--- config.mk ---
export PLATFORM = sky130hd
export DESIGN_NAME = serial_pattern_tx
export DESIGN_NICKNAME = d
export VERILOG_FILES = /design/src/rtl/serial_pattern_tx.sv
export SDC_FILE = /design/constraint.sdc
export NUM_CORES = 1
export LEC_CHECK = 0
export ABC_CLOCK_PERIOD_IN_PS = 2740
export CAP_MARGIN = 5
export CORE_MARGIN = 2
export CORE_UTILIZATION = 53
export DETAILED_ROUTE_END_ITERATION = 6
export GPL_TIMING_DRIVEN = 0
export HOLD_SLACK_MARGIN = 0.05
export PLACE_DENSITY_LB_ADDON = 0.05
export SYNTH_ARGS = -nofsm -noshare
export SYNTH_HDL_FRONTEND = slang
export SYNTH_SLANG_ARGS = --single-unit
--- constraint.sdc ---
create_clock -name clk -period 2.74 [get_ports clk]
set_input_delay 0.274 -clock clk [delete_from_list [all_inputs] [get_ports clk]]
set_output_delay 0.274 -clock clk [all_outputs]
set_load 0.01 [all_outputs]
--- src/rtl/serial_pattern_tx.sv ---
// Serial pattern transmitter: loads a parallel word over valid/ready and shifts it
// out LSB first, one bit per enabled clock, repeating it a programmed number of times.
//
// state | meaning
// IDLE  | waiting for a load; load_ready high
// SHIFT | shifting the held word out, one bit per enabled edge
module serial_pattern_tx #(
    parameter int WIDTH = 10,
    parameter int REP_W = 4
) (
    input  logic             clk,
    input  logic             rst_n,
    input  logic             en_i,
    input  logic             clr_i,
    input  logic             load_valid_i,
    output logic             load_ready_o,
    input  logic [WIDTH-1:0] load_data_i,
    input  logic [REP_W-1:0] load_reps_i,
    output logic             out_o,
    output logic             out_valid_o,
    output logic             frame_start_o,
    output logic             done_o,
    output logic             busy_o
);
    localparam int CW = (WIDTH > 1) ? $clog2(WIDTH) : 1;
    localparam logic [0:0] IDLE  = 1'b0;
    localparam logic [0:0] SHIFT = 1'b1;

    logic [0:0]       state_q, state_d;
    logic [WIDTH-1:0] hold_q, hold_d, sr_q, sr_d;
    logic [CW-1:0]    bit_cnt_q, bit_cnt_d;
    logic [REP_W-1:0] rep_cnt_q, rep_cnt_d;
    logic             out_q, out_d, out_valid_q, out_valid_d;
    logic             frame_start_q, frame_start_d, done_q, done_d;

    logic             do_shift;
    logic [WIDTH-1:0] sr_v, hold_v;
    logic [CW-1:0]    cnt_v;
    logic [REP_W-1:0] rep_v;

    always_comb begin
        state_d       = state_q;
        hold_d        = hold_q;
        sr_d          = sr_q;
        bit_cnt_d     = bit_cnt_q;
        rep_cnt_d     = rep_cnt_q;
        out_d         = out_q;
        out_valid_d   = 1'b0;
        frame_start_d = 1'b0;
        done_d        = 1'b0;
        do_shift      = 1'b0;
        sr_v          = sr_q;
        hold_v        = hold_q;
        cnt_v         = bit_cnt_q;
        rep_v         = rep_cnt_q;

        if (clr_i) begin
            state_d = IDLE;
            out_d   = 1'b0;
        end else if (state_q == IDLE) begin
            if (load_valid_i) begin
                hold_v    = load_data_i;
                sr_v      = load_data_i;
                cnt_v     = '0;
                rep_v     = (load_reps_i == '0) ? REP_W'(1) : load_reps_i;
                hold_d    = hold_v;
                sr_d      = sr_v;
                bit_cnt_d = cnt_v;
                rep_cnt_d = rep_v;
                state_d   = SHIFT;
                // A load taken in the done cycle emits bit 0 on the same edge so
                // back-to-back words stream without a bubble.
                do_shift  = done_q && en_i;
            end
        end else begin
            do_shift = en_i;
        end

        if (do_shift) begin
            out_d         = sr_v[0];
            out_valid_d   = 1'b1;
            frame_start_d = (cnt_v == '0);
            sr_d          = {1'b0, sr_v[WIDTH-1:1]};
            bit_cnt_d     = cnt_v + CW'(1);
            if (cnt_v == CW'(WIDTH - 1)) begin
                if (rep_v > REP_W'(1)) begin
                    rep_cnt_d = rep_v - REP_W'(1);
                    sr_d      = hold_v;
                    bit_cnt_d = '0;
                end else begin
                    done_d  = 1'b1;
                    state_d = IDLE;
                end
            end
        end
    end

    always_ff @(posedge clk or negedge rst_n) begin
        if (!rst_n) begin
            state_q       <= IDLE;
            hold_q        <= '0;
            sr_q          <= '0;
            bit_cnt_q     <= '0;
            rep_cnt_q     <= '0;
            out_q         <= 1'b0;
            out_valid_q   <= 1'b0;
            frame_start_q <= 1'b0;
            done_q        <= 1'b0;
        end else begin
            state_q       <= state_d;
            hold_q        <= hold_d;
            sr_q          <= sr_d;
            bit_cnt_q     <= bit_cnt_d;
            rep_cnt_q     <= rep_cnt_d;
            out_q         <= out_d;
            out_valid_q   <= out_valid_d;
            frame_start_q <= frame_start_d;
            done_q        <= done_d;
        end
    end

    assign load_ready_o  = (state_q == IDLE);
    assign busy_o        = (state_q == SHIFT);
    assign out_o         = out_q;
    assign out_valid_o   = out_valid_q;
    assign frame_start_o = frame_start_q;
    assign done_o        = done_q;
endmodule

==> results.toml <==
[timing]
timing.final.max_slew_violations = 0
rsz0062_at_grt = "no"
setup_viol = 0
finalHoldViolations = 0
holdWs_ps = 491
min_period_ps = 2620
tightest_slew_ps = 741
clock_skew_ps = 13.0
relSlewSlack = 0.506
fin_crit_sh = 0.955
fmax_mhz = 382
setup_slack_ps = 123

[setup_path]
crit_type = "input port to flop"
critical_path.max_fanout = 10
required_ps = 2930
cp-start-kind = "input port"
rrSetupSlack_ps = 160
worstSetupEndpointType = "flop"
worst_ep_arrival_time_ps = 2810

[die]
dieHeight_um = 60.9
die_x_um = 60.9
io_pins = 25
dieArea_sq_um = 3710
fp-row-count = 20
start_util = 0.557
coreArea_sq_um = 3080

[clocking]
clock_path_buffers = 2
cts_buffers = 5
clock_sinks = 33
h-tree-depth = 2
worstSkewPairLatency_ps = 340
path_clk_slew_ps = 90
root_buffer = "clkbuf_4"
cts_tree = "yes"
post-cts-setup-buffers = 0

[logic_synthesis]
synth_nets = 195
yosysSeqAreaShare = 0.481
synth.avg_cell_area_sq_um = 10.0
ys_async_sr_fraction = 1.00
synthesis.area_sq_um = 1720
syn_inst = 171
ys_types = 33
synth_edf_count = 0
synth_flop_cell = "dfrtp_1"
synth_warnings = 0
yosys_register_bits = 33

[placement]
post_dp_cell_area_sq_um = 2010
globalplace.congestion = 0.744
portBuffers = 24
pre_cts_ws_ps = -270
dp_cells = 239
hpwl_um = 2510

[final_layout]
nFillCells = 250
drive_gt1_frac = 0.118
register_area_sq_um = 826
design_area_sq_um = 2080
diodes = 0
nets = 227
instances_no_fill = 247
multi_input_area_sq_um = 827
area_growth_pct = 21.4

[power_and_ir_drop]
report.power.total_uw = 1180
irDropWorstVdd_mv = 0.323
p_leak_uw = 0.00103
p_per_area_nw_per_um2 = 568

[routing]
wl_met3_um = 151
drc = 0
wl_met1_um = 1620
viasPerCell = 5.46
drtIter0Drc = 53
wl_um = 3600
vias = 1349
final_antenna_net_count = 0
first_pass_iters = 4
wl_met2_um = 1790
wl_per_cell_um = 14.6
routed.top_layer = "met4"

[global_routing]
first_global_vias = 1373
grt_pass1_wl_um = 6140
grt_use_total = 0.230
grt.overflow.total = 0
grt_max_degree = 34
antenna_found_initial = 0

[job]
max-cap-violations = 0

[worst_hold_path]
min_path_type = "flop to flop"

[outcome]
status = "complete, no violations"
where the power goes:
group          leakage [uW]  total, uW  switching, uW  internal (uW)
sequential         0.000410        604           38.4            566
clock             0.0000314        279            158            121
combinational      0.000586        299            163            136
layout make-up:
| type | count | area share |
|---|---|---|
| Buffer | 9 | 0.0270 |
| Clock buffer | 7 | 0.0264 |
| Inverter | 5 | 0.00901 |
| Multi-Input combinational cell | 124 | 0.397 |
| Sequential cell | 33 | 0.396 |
| Tap cell | 44 | 0.0264 |
| Timing Repair Buffer | 25 | 0.118 |
cells by family after synthesis:
kind of cell               count (synthesis)  synth area share
AOI/OAI and AO/OA                         34             0.149
xor gates and xnor gates                   1           0.00511
adders and majority gates                  5            0.0365
buffers and inverters                     14            0.0438
DFF                                       33             0.481
muxes                                     17             0.101
and+or+nand+nor                           67             0.184
synth_stat cells, types with 2 or more instances:
cell type | count | area share
a21oi_1 | 4 | 0.012
clkbuf_1 | 3 | 0.0066
ha_1 | 5 | 0.036
o21a_1 | 8 | 0.035
nand2_1 | 41 | 0.090
dfrtp_1 | 33 | 0.48
inv_1 | 5 | 0.011
o22ai_1 | 2 | 0.0073
nor3b_2 | 2 | 0.015
buf_2 | 3 | 0.0088
o2bb2ai_1 | 8 | 0.041
mux2_2 | 2 | 0.013
o21ai_0 | 5 | 0.015
o211a_1 | 2 | 0.012
and3_1 | 3 | 0.011
nand3_1 | 6 | 0.018
nor2_1 | 7 | 0.015
buf_6 | 2 | 0.013
nor3_1 | 2 | 0.0058
mux2i_1 | 15 | 0.088
worst max-delay path, cell delays in order:
cell,delay [ps]
clkdlybuf4s50_1,520
or3b_1,430
buf_6,160
buf_6,160
mux2i_2,250
ha_1,250
nor2_2,80
o211ai_2,190
buf_2,260
nand2_1,80
o2bb2ai_1,150
worst paths after layout:
kind,to,cells after the start,startpoint
worst max-delay path,sr_q[4]$_DFF_PN0_,11,clr_i
worst min-delay path,hold_q[0]$_DFF_PN0_,2,hold_q[0]$_DFF_PN0_
min in group asynchronous,rep_cnt_q[0]$_DFF_PN0_,2,rst_n
max in group asynchronous,sr_q[4]$_DFF_PN0_,2,rst_n
worst max register to register,sr_q[4]$_DFF_PN0_,10,busy_o$_DFF_PN0_
worst min register to register,hold_q[0]$_DFF_PN0_,2,hold_q[0]$_DFF_PN0_
metrics by stage:
step,setup TNS [ps],utilization
5_1_grt,0,0.677
3_5_place_dp,-3030,0.652
4_1_cts,0,0.673
2_1_floorplan,0,-
6_report,0,0.677
3_3_place_gp,-2810,0.653
registers in the layout, summed over array words and instances, names as in the netlist:
name and flops:
busy_o 1, sr_q 10, out_o 1, frame_start_o 1, hold_q 10, bit_cnt_q 4
rep_cnt_q 4, out_valid_o 1, done_o 1
layer usage:
metal | up-vias | track usage
li1 | 653 | -
met1 | 658 | 0.284
met4 | 0 | 0.0901
met5 | - | 0
met2 | 32 | 0.393
met3 | 6 | 0.0512
layout by cell type, fill, tap and decap left out, drive strengths merged, types with 3 or more instances in the layout:
cell type,instances
nand2,41
dfrtp,33
clkdlybuf4s50,23
mux2i,15
clkbuf,10
o21a,8
o2bb2ai,8
nor2,7
buf,7
nand3,6
o21ai,5
inv,5
ha,5
a21oi,4
and3,3
what timing repair did:
item,CTS,global route
hold endpoints to repair,33,0
setup endpoints to repair,0,11
hold buffers,1,0
gates resized for setup,0,3
Power figures use the tool's default switching activity.
